### src/rtl/mul_accumulate_pkg.sv
`default_nettype none
// +--------------------------------------------------------------------+
// | mul_accumulate_pkg : shared widths, state encoding and helpers      |
// | Rev 1.0                                                            |
// +--------------------------------------------------------------------+
package mul_accumulate_pkg;

  localparam int PROD_W = 8;

  typedef enum logic [0:0] {
    ST_ACC  = 1'b0,
    ST_HOLD = 1'b1
  } state_e;

  // A one-term sum still needs a 1-bit counter port.
  function automatic int cnt_width(input int n);
    return (n <= 1) ? 1 : $clog2(n);
  endfunction

endpackage
`default_nettype wire

### src/rtl/mul_acc_fsm.sv
`default_nettype none
// +--------------------------------------------------------------------+
// | mul_acc_fsm : term counting, handshake control and clr priority     |
// | Rev 1.0                                                            |
// +--------------------------------------------------------------------+
module mul_acc_fsm
  import mul_accumulate_pkg::*;
#(
  parameter int N_TERMS = 4,
  parameter int CNT_W   = 2
) (
  input  logic             clk,
  input  logic             rst_n,
  input  logic             clr,
  input  logic             prod_valid,
  input  logic             acc_ready,
  output logic             prod_ready,
  output logic             acc_valid,
  output logic [CNT_W-1:0] term_cnt,
  output logic             acc_en,
  output logic             acc_clr
);

  localparam logic [CNT_W-1:0] LAST_CNT = CNT_W'(N_TERMS - 1);

  state_e           state_q, state_d;
  logic [CNT_W-1:0] cnt_q, cnt_d;

  // clr overrides both handshakes; a beat presented alongside it is dropped.
  always_comb begin
    state_d = state_q;
    cnt_d   = cnt_q;
    acc_en  = 1'b0;
    acc_clr = 1'b0;
    if (clr) begin
      state_d = ST_ACC;
      cnt_d   = '0;
      acc_clr = 1'b1;
    end else begin
      case (state_q)
        ST_ACC: begin
          if (prod_valid) begin
            acc_en = 1'b1;
            if (cnt_q == LAST_CNT) begin
              cnt_d   = '0;
              state_d = ST_HOLD;
            end else begin
              cnt_d = cnt_q + CNT_W'(1);
            end
          end
        end
        ST_HOLD: begin
          if (acc_ready) begin
            acc_clr = 1'b1;
            state_d = ST_ACC;
          end
        end
        default: state_d = ST_ACC;
      endcase
    end
  end

  always_ff @(posedge clk or negedge rst_n) begin
    if (!rst_n) begin
      state_q <= ST_ACC;
      cnt_q   <= '0;
    end else begin
      state_q <= state_d;
      cnt_q   <= cnt_d;
    end
  end

  assign prod_ready = (state_q == ST_ACC);
  assign acc_valid  = (state_q == ST_HOLD);
  assign term_cnt   = cnt_q;

endmodule
`default_nettype wire

### src/rtl/mul_accumulate.sv
`default_nettype none
// +--------------------------------------------------------------------+
// | mul_accumulate : sums N_TERMS multiplier products per result        |
// | Rev 1.0                                                            |
// +--------------------------------------------------------------------+
module mul_accumulate
  import mul_accumulate_pkg::*;
#(
  parameter int  N_TERMS = 4,
  parameter int  ACC_W   = 16,
  localparam int CNT_W   = cnt_width(N_TERMS)
) (
  input  logic              clk,
  input  logic              rst_n,
  input  logic              clr,
  input  logic              prod_valid,
  output logic              prod_ready,
  input  logic [PROD_W-1:0] prod,
  output logic              acc_valid,
  input  logic              acc_ready,
  output logic [ACC_W-1:0]  acc,
  output logic              acc_ovf,
  output logic [CNT_W-1:0]  term_cnt
);

  localparam int SUM_W = ACC_W + 1;

  logic             acc_en, acc_clr;
  logic [ACC_W-1:0] acc_q, acc_d;
  logic             ovf_q, ovf_d;
  logic [SUM_W-1:0] sum_w;

  mul_acc_fsm #(
    .N_TERMS (N_TERMS),
    .CNT_W   (CNT_W)
  ) u_fsm (
    .clk        (clk),
    .rst_n      (rst_n),
    .clr        (clr),
    .prod_valid (prod_valid),
    .acc_ready  (acc_ready),
    .prod_ready (prod_ready),
    .acc_valid  (acc_valid),
    .term_cnt   (term_cnt),
    .acc_en     (acc_en),
    .acc_clr    (acc_clr)
  );

  // Extra top bit captures the carry out of the accumulator width.
  assign sum_w = {1'b0, acc_q} + SUM_W'(prod);

  always_comb begin
    acc_d = acc_q;
    ovf_d = ovf_q;
    if (acc_clr) begin
      acc_d = '0;
      ovf_d = 1'b0;
    end else if (acc_en) begin
      acc_d = sum_w[ACC_W-1:0];
      ovf_d = ovf_q | sum_w[ACC_W];
    end
  end

  always_ff @(posedge clk or negedge rst_n) begin
    if (!rst_n) begin
      acc_q <= '0;
      ovf_q <= 1'b0;
    end else begin
      acc_q <= acc_d;
      ovf_q <= ovf_d;
    end
  end

  assign acc     = acc_q;
  assign acc_ovf = ovf_q;

endmodule
`default_nettype wire
### config.mk
export PLATFORM = sky130hd
export DESIGN_NAME = mul_accumulate
export DESIGN_NICKNAME = d
export VERILOG_FILES = /design/src/rtl/mul_accumulate_pkg.sv /design/src/rtl/mul_acc_fsm.sv /design/src/rtl/mul_accumulate.sv
export SDC_FILE = /design/constraint.sdc
export NUM_CORES = 1
export LEC_CHECK = 0
export ABC_CLOCK_PERIOD_IN_PS = 2300
export BUFFER_PORTS_ARGS = -buffer_cell sky130_fd_sc_hd__buf_2
export CORE_AREA = 8 8 60 62
export DETAILED_ROUTE_END_ITERATION = 10
export DIE_AREA = 0 0 68 70
export PLACE_DENSITY_LB_ADDON = 0.12
export SYNTH_ARGS = -nofsm -noshare
export SYNTH_HDL_FRONTEND = slang
export SYNTH_SLANG_ARGS = --single-unit
### constraint.sdc
create_clock -name clk -period 2.3 [get_ports clk]
set_input_delay 0.115 -clock clk [delete_from_list [all_inputs] [get_ports clk]]
set_output_delay 0.115 -clock clk [all_outputs]
set_load 0.1 [all_outputs]
After elaboration in Yosys (flattened, before gate mapping)
Cells that the tools add are included.
{ "totals": {"wordCells": 32, "out_inout_bits": 21, "inputBits": 13, "regBits": 20} }
{ "op_classes": {"bitwise_logic": 2, "n_reduce_logical": 3, "add_sub_neg": 2, "n_eq_ne": 2, "n_mux": 19} }
{ "op_table": {"columns": ["cell", "n"], "rows": [
  ["$mux W16", 2],
  ["$add A16 B8 Y17", 1],
  ["$mux W1", 12],
  ["$mux W2", 4],
  ["$reduce_bool A2 Y1", 2],
  ["$add A2 B1 Y2 const B", 1],
  ["$eq A2 B2 Y1 const B", 1],
  ["$ne A2 B2 Y1 const B", 1],
  ["$pmux W1 S2", 1],
  ["$reduce_and A2 Y1", 1],
  ["$not A1 Y1", 1],
  ["$or A1 B1 Y1", 1]
]} }

Depth between registers and ports, before layout
Gate-level depths: netlist of run 1.
{ "depth": {"depth_word": 5, "ltp_mapped": 8, "depth_no_buf": 8} }

Modules after synthesis
Synthesis of run 1 repeated with hierarchy kept, for this count alone.
{ "hier_totals": {"cells_unflattened": 136, "area_unflattened_um2": 1283.7} }
{ "modules_own_cells": {"columns": ["mod", "seq_area_each_um2", "instances", "area_per_inst_um2", "cells_per_inst"], "rows": [
  ["mul_accumulate", 425.4, 1, 1118.6, 120],
  ["mul_acc_fsm", 75.1, 1, 165.2, 16]
]} }

Least setup slack after synthesis of run 1
Ideal clock, no wire load.
{ "synth_timing": {"path_kind": "register to register", "from": "register acc_q[0], in the netlist acc[0]", "to": "register acc_q[12], in the netlist acc[12]", "synth_period_minus_slack_ps": 2626, "slack_ps": -326, "path_stages_with_launch": 9, "arrival_ps": 2506, "setup_time_ps": 120, "path_buffers": 0, "t_required_ps": 2180, "cell_sequence": "dfrtp_1 > ha_1 > inv_1 > fa_1 > nand2b_1 > a21o_1 > a21oi_2 > a21oi_1 > a31o_2"} }
{ "synth_between": {"elab_chain_cells": 3} }
{ "synth_rtl": {"columns": ["element", "line_no", "rtl"], "rows": [
  ["from (decl)", "mul_accumulate.sv:29", "logic [ACC_W-1:0] acc_q, acc_d;"],
  ["from (signal assigned)", "mul_accumulate.sv:66", "acc_q <= '0;"],
  ["from (signal assigned)", "mul_accumulate.sv:69", "acc_q <= acc_d;"],
  ["$add A16 B8 Y17", "mul_accumulate.sv:50", "assign sum_w = {1'b0, acc_q} + SUM_W'(prod);"],
  ["$mux W16", "mul_accumulate.sv:58", "end else if (acc_en) begin"],
  ["$mux W16", "mul_accumulate.sv:55", "if (acc_clr) begin"]
]} }
No other way between the ends. The select of a mux whose other input is x is not followed.
A chain may end at the register's enable or synchronous reset.

Worst setup path after layout of run 1
Ends and elaborated chain as after synthesis.

==> results of run 1 <==
layout make-up:
cell class / count / area [um^2]
multi-input combinational: 111 / 763.2
sequential: 20 / 506.7
fill: 254 / 1092
inverter: 5 / 18.77
clock inverter: 1 / 30.03
clock buffer: 3 / 22.52
timing repair buffer: 36 / 190.2
tap: 31 / 38.79
worst min path at each step:
stage,to,startpoint
final,u_fsm.term_cnt[1]$_DFFE_PN0P_,clr
after global routing,u_fsm.term_cnt[0]$_DFFE_PN0P_,clr
after detailed placement,u_fsm.term_cnt[0]$_DFFE_PN0P_,rst_n
after global placement,u_fsm.term_cnt[0]$_DFFE_PN0P_,rst_n
after floorplan,acc[0]$_DFFE_PN0P_,rst_n
after CTS,u_fsm.term_cnt[1]$_DFFE_PN0P_,clr
cells by family after synthesis:
kind of cell | count (synthesis) | synth area share (%)
xor+xnor | 8 | 5.354
buf+inv | 9 | 3.442
fa+ha+maj | 10 | 10.13
flops | 20 | 38.24
compound gates | 40 | 22.18
mux | 2 | 1.530
simple gates | 51 | 19.12
layer usage:
metal  global-route usage, %  vias to the layer above
li1                        -                      575
met2                   23.49                       22
met5                       0                        -
met4                   4.100                        0
met3                   2.871                        5
met1                   16.34                      566
flip-flops by register name, indices dropped and copies added, names as in the netlist:
register,cells
acc,16
u_fsm.term_cnt,2
acc_ovf,1
u_fsm.acc_valid,1
worst register-to-register path, cell delays in order, from the launching register on:
cell	delay [ns]
dfrtp_2	0.39
ha_1	0.19
inv_1	0.06
fa_1	0.37
nand2b_1	0.18
a21o_1	0.22
a21oi_2	0.23
a21oi_1	0.09
a31o_2	0.22
where the power goes:
group / internal [mW] / switching [mW] / leakage, nW
sequential: 0.376 / 0.0200 / 0.265
combinational: 0.118 / 0.322 / 0.498
clock: 0.176 / 0.120 / 0.0279
repair_timing:
| action | CTS | global route |
|---|---|---|
| hold endpoints to repair | 20 | 0 |
| gates resized for setup | 0 | 0 |
| setup endpoints to repair | 0 | 0 |
| hold buffers | 1 | 0 |
placed cells by master (no fill, tap or decap), types with 2 or more instances in the layout:
master    netlist  routed
dfrtp_1        20      15
nand4_1         2       2
o21ai_0         3       3
a32o_1          3       3
xor2_1          2       2
nand3_1         8       8
inv_1           5       5
a21o_1          4       4
a21oi_2         2       2
clkbuf_4        0       3
or3_1           2       2
buf_2           0      33
o31ai_1         2       2
xnor2_1         6       6
ha_1            9       9
dfrtp_2         0       5
a21oi_1        13      13
mux2i_1         2       2
nor2_1         15      15
buf_4           1       2
nor2b_1         2       2
nor3_1          3       3
a211oi_1        2       2
nand2b_1        5       5
o211ai_1        2       2
nand2_1        11      11
==> impl_metrics.tcl, run 1 <==
set metrics [dict create \
    status "completed" \
    grt_pass1_wl_um 5319 \
    dieArea_mm2 0.004760 \
    end_kind "flip-flop" \
    cp-start-kind "flip-flop" \
    postLayoutCellArea_mm2 0.001570 \
    cts_tree "yes" \
    dr.pass1.iters 4 \
    r2r_setup_slack_ns 0.26 \
    cts-root-buf "clkbuf_4" \
    cts_max_path_buffers 2 \
    synthesis.area_mm2 0.001309 \
    synthFlopType "dfrtp_1" \
    clock-sinks 20 \
    rsz0062_at_grt "false" \
    syn_inst 140 \
    start_util_pct 49.15 \
    dieHeight_um 70 \
    final_nets 200 \
    grt_usage_pct 13.72 \
    crit_chain "ha_1 > inv_1 > fa_1 > nand2b_1 > a21o_1 > a21oi_2 > a21oi_1 > a31o_2" \
    fin_crit_sh_pct 88.77 \
    relSlewSlack_pct 67.54 \
    yosys_warnings 0 \
    highest_layer "met4" \
    crit_end "acc[12]$_DFFE_PN0P_" \
    whs_path_depth 2 \
    reg2regPathDepth 8 \
    grt_max_degree 21 \
    tightest_slew_ns 0.4902 \
    dp_cells 202 \
    synth_edf_count 0 \
    hold_viol_final 0 \
    slowest_delay_ns 0.39 \
    drc_errors 0 \
    postSynth.asyncResetShare_pct 100.0 \
    syn_avg_cell_area_um2 9.348 \
    leakage_nw 0.7914 \
    ys_seq_area_share_pct 38.24 \
    diodes 0 \
    gp_congestion 0.8006 \
    wl_per_cell_um 14.92 \
    ir_drop_mv 0.5181 \
    wl_met2_um 1549 \
    r2r-end "acc[12]$_DFFE_PN0P_" \
    post_drt_via_cell_ratio 5.643 \
    overflow 0 \
    postRouteAntennaNets 0 \
    clk_latency_ns 0.31 \
    syn2layout_area_growth_pct 19.98 \
    fin_tns_setup_ns 0 \
    drv_cap 0 \
    clkTransAtPathRegs_ns 0.12 \
    yosys.area.top_type "dfrtp_1" \
    io_pins 34 \
    fmax_mhz 489.8 \
    synthesis.nets 163 \
    antenna_found_initial 0 \
    crit_slowest_cell "dfrtp_2" \
    min_period_ns 2.042 \
    setup_ws_ns 0.2583 \
    rows 19 \
    final_cells 207 \
    drive_above_1_share_pct 29.55 \
    synth_seq_cells 20 \
    r2r-start "acc[0]$_DFFE_PN0P_" \
    port-buffer-count 33 \
    postPlaceCellArea_mm2 0.001508 \
    setup_viol 0 \
    synth_cell_type_count 38 \
    cp.required_ns 2.51 \
    die_w_um 68 \
    yosysMostFrequentCell "dfrtp_1" \
    finalClockSkew_ns 0.001387 \
    crit_family "compound AO/OA/AOI/OAI gates" \
    dpl.hpwl_um 2444 \
    vias 1168 \
    slew_viol_final 0 \
    wl_met1_um 1376 \
    cts_made_buffers 3 \
    worst-path-stages 8 \
    worst_ep_arrival_time_ns 2.25 \
    htreeDepth 1 \
    hold_class "in2reg" \
    criticalPathCategory "reg2reg" \
    synthTopCellsByArea "dfrtp_1, ha_1, a21oi_1" \
    power.density_mw_per_mm2 720.6 \
    crit_start "acc[0]$_DFFE_PN0P_" \
    met3_length_um 124 \
    drt_iter0_drc 59 \
    cp_max_fo 4 \
    final_util_pct 58.98 \
    synth.top_cell.area_share_pct 38.24 \
    synthTopCellsByCount "dfrtp_1, nor2_1, a21oi_1, nand2_1, ha_1" \
    post-cts-setup-buffers 0 \
    dp_slack_ns 0.2695 \
    whs_ns 0.04573 \
    routed_wl_um 3088 \
    p_total_mw 1.132 \
    first_global_vias 1205 \
    core_area_mm2 0.002663 \
    path_buf_inv 1 \
]
Power figures use the tool's default switching activity.
==> inputs of run 2 (changes only) <==
--- a/config.mk
+++ b/config.mk
@@ -7,10 +7,11 @@
 export LEC_CHECK = 0
 export ABC_CLOCK_PERIOD_IN_PS = 2300
 export BUFFER_PORTS_ARGS = -buffer_cell sky130_fd_sc_hd__buf_2
-export CORE_AREA = 8 8 60 62
+export CORE_AREA = 8 8 59 61
 export DETAILED_ROUTE_END_ITERATION = 10
-export DIE_AREA = 0 0 68 70
+export DIE_AREA = 0 0 67 69
 export PLACE_DENSITY_LB_ADDON = 0.12
 export SYNTH_ARGS = -nofsm -noshare
 export SYNTH_HDL_FRONTEND = slang
+export SYNTH_HIERARCHICAL = 1
 export SYNTH_SLANG_ARGS = --single-unit
==> impl_metrics.tcl, run 2 <==
set metrics [dict create \
    status "completed" \
    fin_crit_sh_pct 87.21 \
    synthTopCellsByArea "dfrtp_1, ha_1, nor2_1" \
    synth_cell_type_count 39 \
    htreeDepth 1 \
    io_pins 34 \
    syn_avg_cell_area_um2 9.439 \
    synth_edf_count 0 \
    min_period_ns 2.006 \
    largest_reg_flops 16 \
    antenna_found_initial 0 \
    yosys.area.top_type "dfrtp_1" \
    p_comb_share_pct 33.0 \
    ir_drop_mv 0.3794 \
    pwr-share-clk_pct 23.6 \
    relSlewSlack_pct 67.58 \
    cts-resized-gates 0 \
    hold_viol_final 0 \
    cp_max_fo 3 \
    final_common_cell "buf_2" \
    synth.top_cell.area_share_pct 38.99 \
    overflow 0 \
    routed_wl_um 2974 \
    syn_inst 136 \
    first_global_vias 1210 \
    final_nets 198 \
    worst_ep_arrival_time_ns 2.24 \
    clock-sinks 20 \
    drv_cap 0 \
    core_area_mm2 0.002615 \
    dp_slack_ns 0.3340 \
    drive_above_1_share_pct 27.01 \
    cts_tree "yes" \
    finalClockSkew_ns 0.009880 \
    yosysMostFrequentCell "dfrtp_1" \
    clkTransAtPathRegs_ns 0.12 \
    postPlaceCellArea_mm2 0.001496 \
    postLayoutCellArea_mm2 0.001553 \
    dieHeight_um 69 \
    grt_usage_pct 13.89 \
    cts_made_buffers 3 \
    setup_ws_ns 0.2941 \
    gp_congestion 0.8074 \
    wl_per_cell_um 14.51 \
    synthesis.nets 159 \
    dr.pass1.iters 4 \
    p_int_mw 0.5408 \
    vias 1147 \
    postSynth.asyncResetShare_pct 100.0 \
    cts_max_path_buffers 2 \
    grt_pass1_wl_um 5333 \
    rows 19 \
    tightest_slew_ns 0.4896 \
    criticalPathCategory "reg2reg" \
    synthesis.area_mm2 0.001284 \
    drc_errors 0 \
    ys_seq_area_share_pct 38.99 \
    postRouteAntennaNets 0 \
    clk_latency_ns 0.30 \
    post-cts-setup-buffers 0 \
    diodes 0 \
    start_util_pct 49.09 \
    cp.required_ns 2.53 \
    p_seq_share_pct 43.3 \
    rsz0062_at_grt "false" \
    port-buffer-count 33 \
    p_sw_mw 0.3327 \
    synth_seq_cells 20 \
    cts_hold_buf 1 \
    leakage_nw 0.7816 \
    yosys_warnings 6 \
    end_kind "flip-flop" \
    layout_common_cells "buf_2, nor2_1, dfrtp_1, nand2_1, ha_1" \
    setup_viol 0 \
    fmax_mhz 498.5 \
    cts-root-buf "clkbuf_4" \
    post_drt_via_cell_ratio 5.595 \
    swShare_pct 38.09 \
    cp-start-kind "flip-flop" \
    synthFlopType "dfrtp_1" \
    drt_iter0_drc 53 \
    power.density_mw_per_mm2 562.6 \
    num-fill-cells 247 \
    syn2layout_area_growth_pct 20.96 \
    die_w_um 67 \
    hold_class "in2reg" \
    dieArea_mm2 0.004623 \
    grt_max_degree 22 \
    synthTopCellsByCount "dfrtp_1, nor2_1, nand2_1, ha_1, a21oi_1" \
    dpl.hpwl_um 2283 \
    slew_viol_final 0 \
]
-- run 2: metrics by stage --
step | std cells | hold WS [ns] | total power [mW] | TNS, ns | util, %
after floorplan | 136 | -0.1806 | 0.6059 | -0.06512 | -
after global placement | 199 | 0.09015 | 0.6644 | 0 | 57.22
after detailed placement | 199 | 0.09272 | 0.6714 | 0 | 57.22
after CTS | 204 | 0.004025 | 0.8809 | 0 | 59.00
after global routing | 205 | 0.1279 | 0.9328 | 0 | 59.38
final | 205 | 0.1348 | 0.8735 | 0 | 59.38
-- run 2: cell families after synthesis --
| family | Yosys count | share of synthesized area, % |
|---|---|---|
| XOR/XNOR | 6 | 4.094 |
| adder cells (fa/ha/maj) | 10 | 10.33 |
| buffers and inverters | 9 | 2.631 |
| multiplexers | 7 | 5.458 |
| AND/OR/NAND/NOR | 48 | 19.30 |
| AO/OA/AOI/OAI | 36 | 19.20 |
| flip-flops | 20 | 38.99 |
-- run 2: critical path, stage by stage (launching register included) --
cell and delay [ns]:
dfrtp_2 0.39, ha_1 0.16, inv_1 0.05, fa_1 0.40, nor2b_1 0.15, o31a_1 0.15
o21ai_1 0.10, or3_1 0.37, a21oi_1 0.16
-- run 2: final timing paths --
check                      depth (start not counted)                        end  slack, ns                start
max                                                8        acc[12]$_DFFE_PN0P_       0.29   acc[0]$_DFFE_PN0P_
min                                                3  u_fsm/acc_valid$_DFF_PN0_       0.13           prod_valid
max reg2reg                                        8        acc[12]$_DFFE_PN0P_       0.29   acc[0]$_DFFE_PN0P_
min reg2reg                                        1        acc_ovf$_DFFE_PN0P_       0.51  acc_ovf$_DFFE_PN0P_
max in group asynchronous                          2  u_fsm/acc_valid$_DFF_PN0_       1.68                rst_n
min in group asynchronous                          2         acc[3]$_DFFE_PN0P_       0.27                rst_n
-- run 2: area by class of cell --
cell class,instances,area [um^2],share of cell area [%]
Multi-Input combinational cell,107,749.5,48.27
Sequential cell,20,505.5,32.55
Timing Repair Buffer,37,200.2,12.89
Tap cell,31,38.79,2.498
Clock buffer,4,36.28,2.337
Inverter,6,22.52,1.450
-- run 2: routing by layer --
metal / part of all wire, % / vias up / GRT usage (%)
li1: - / 576 / -
met1: 44 / 541 / 16.70
met2: 48 / 24 / 23.30
met3: 6.2 / 6 / 3.554
met4: 1.4 / 0 / 3.953
met5: 0 / - / 0
-- run 2: power groups by stage --
stage	logic [mW]	registers (mW)	clock network [mW]
finish	0.288	0.379	0.207
global route	0.314	0.382	0.237
CTS	0.288	0.379	0.214
detailed placement	0.286	0.386	0
global placement	0.281	0.384	0
floorplan	0.117	0.489	0
==> inputs of run 3 (changes only) <==
--- a/config.mk
+++ b/config.mk
@@ -7,9 +7,9 @@
 export LEC_CHECK = 0
 export ABC_CLOCK_PERIOD_IN_PS = 2300
 export BUFFER_PORTS_ARGS = -buffer_cell sky130_fd_sc_hd__buf_2
-export CORE_AREA = 8 8 59 61
+export CORE_AREA = 8 8 47 77
 export DETAILED_ROUTE_END_ITERATION = 10
-export DIE_AREA = 0 0 67 69
+export DIE_AREA = 0 0 55 85
 export PLACE_DENSITY_LB_ADDON = 0.12
 export SYNTH_ARGS = -nofsm -noshare
 export SYNTH_HDL_FRONTEND = slang
==> impl_metrics.tcl, run 3 (same netlist as run 2, synthesis figures left out) <==
set metrics [dict create \
    clock-sinks 20 \
    r2r-end "acc[12]$_DFFE_PN0P_" \
    cp-start-kind "flip-flop" \
    syn2layout_area_growth_pct 22.51 \
    drt_iter0_drc 20 \
    min_period_ns 1.980 \
    port-buffer-count 33 \
    postLayoutCellArea_mm2 0.001573 \
    highest_layer "met4" \
    dpl.hpwl_um 2463 \
    met3_length_um 177 \
    relSlewSlack_pct 67.50 \
    whs_path_depth 2 \
    gp_congestion 0.7687 \
    fmax_mhz 504.9 \
    ir_drop_mv 0.5240 \
    dieHeight_um 85 \
    core_area_mm2 0.002628 \
    dp_slack_ns 0.3437 \
    grt_pass1_wl_um 5402 \
    r2r_setup_slack_ns 0.32 \
    cts_made_buffers 3 \
    num-fill-cells 251 \
    worst_ep_arrival_time_ns 2.17 \
    r2r-start "acc[0]$_DFFE_PN0P_" \
    layout_common_cells "buf_2, nor2_1, dfrtp_1, nand2_1, ha_1" \
    rows 25 \
    slew_viol_final 0 \
    cp.required_ns 2.49 \
    status "completed" \
    cts-resized-gates 0 \
    min_from "clr" \
    finalClockSkew_ns 0.005814 \
    vias 1142 \
    grt_usage_pct 14.85 \
    routed_wl_um 3170 \
    setup_viol 0 \
    cts-root-buf "clkbuf_8" \
    end_kind "flip-flop" \
    wl_met2_um 1701 \
    grt_max_degree 22 \
    largest_reg_flops 16 \
    start_util_pct 48.86 \
    hold_viol_final 0 \
    die_w_um 55 \
    post-cts-setup-buffers 0 \
    rsz0062_at_grt "false" \
    antenna_found_initial 0 \
    io_pins 34 \
    postRouteAntennaNets 0 \
    setup_ws_ns 0.3196 \
    cts_max_path_buffers 2 \
    min_delay_worst_endpoint "u_fsm/acc_valid$_DFF_PN0_" \
    drv_cap 0 \
    final_common_cell "buf_2" \
    hold_class "in2reg" \
    leakage_nw 0.7921 \
    clk_latency_ns 0.26 \
    drc_errors 0 \
    diodes 0 \
    dieArea_mm2 0.004675 \
    clkTransAtPathRegs_ns 0.08 \
    criticalPathCategory "reg2reg" \
    cp_max_fo 3 \
    first_global_vias 1253 \
    reg2regPathDepth 8 \
    wl_met1_um 1230 \
    wl_per_cell_um 15.85 \
    postPlaceCellArea_mm2 0.001491 \
    htreeDepth 1 \
    post_drt_via_cell_ratio 5.710 \
    tightest_slew_ns 0.4908 \
    fin_crit_sh_pct 86.11 \
    drive_above_1_share_pct 27.17 \
    overflow 0 \
    dr.pass1.iters 4 \
    power.density_mw_per_mm2 649.0 \
    cts_tree "yes" \
    final_nets 197 \
]
run 3: critical path, cell delays in order (launching register included):
cell	delay, ns
dfrtp_2	0.37
ha_1	0.16
inv_1	0.05
fa_1	0.39
nor2b_1	0.17
o31a_1	0.16
o21ai_1	0.11
or3_1	0.37
a21oi_1	0.14
run 3: where the power goes:
part	total, mW	switching [mW]	internal (mW)
sequential	0.378	0.0120	0.366
clock	0.355	0.123	0.232
combinational	0.287	0.211	0.0768
total	1.02	0.345	0.675
run 3: worst max path at each step:
stage                       start                   to  slack, ns  cells after the start
2_1_floorplan  acc[0]$_DFFE_PN0P_  acc[12]$_DFFE_PN0P_      -0.07                      8
3_3_place_gp   acc[0]$_DFFE_PN0P_  acc[12]$_DFFE_PN0P_       0.37                      8
3_5_place_dp   acc[0]$_DFFE_PN0P_  acc[12]$_DFFE_PN0P_       0.34                      8
4_1_cts        acc[0]$_DFFE_PN0P_  acc[12]$_DFFE_PN0P_       0.31                      8
5_1_grt        acc[0]$_DFFE_PN0P_  acc[12]$_DFFE_PN0P_       0.14                      8
6_report       acc[0]$_DFFE_PN0P_  acc[12]$_DFFE_PN0P_       0.32                      8
run 3: what timing repair did:
item	in CTS	in global routing
endpoints found under the setup margin	0	0
hold buffers	1	0
hold endpoints to repair	20	0
run 3: area by class of cell:
| type | instances | area, um^2 | share of cell area (%) |
|---|---|---|---|
| timing repair buffer | 36 | 190.2 | 12.09 |
| tap | 27 | 33.78 | 2.148 |
| multi-input combinational | 107 | 749.5 | 47.65 |
| clock buffer | 3 | 41.29 | 2.625 |
| inverter | 6 | 22.52 | 1.432 |
| clock inverter | 1 | 30.03 | 1.909 |
| sequential | 20 | 505.5 | 32.14 |
run 3: routing by layer:
layer | up-vias | global-route usage [%]
met5 | - | 0
met4 | 0 | 7.033
met3 | 6 | 2.102
met2 | 27 | 25.49
met1 | 542 | 16.56
li1 | 567 | -
run 3: per-stage QoR:
step | util [%] | std cells | hold WS (ns) | power, mW | TNS (ns)
6_report | 59.86 | 200 | 0.05953 | 1.021 | 0
5_1_grt | 59.86 | 200 | 0.05825 | 1.070 | 0
4_1_cts | 59.86 | 200 | 0.05844 | 1.034 | 0
3_5_place_dp | 56.76 | 195 | 0.09325 | 0.6730 | 0
3_3_place_gp | 56.76 | 195 | 0.08621 | 0.6666 | 0
2_1_floorplan | - | 136 | -0.1806 | 0.6059 | -0.06512
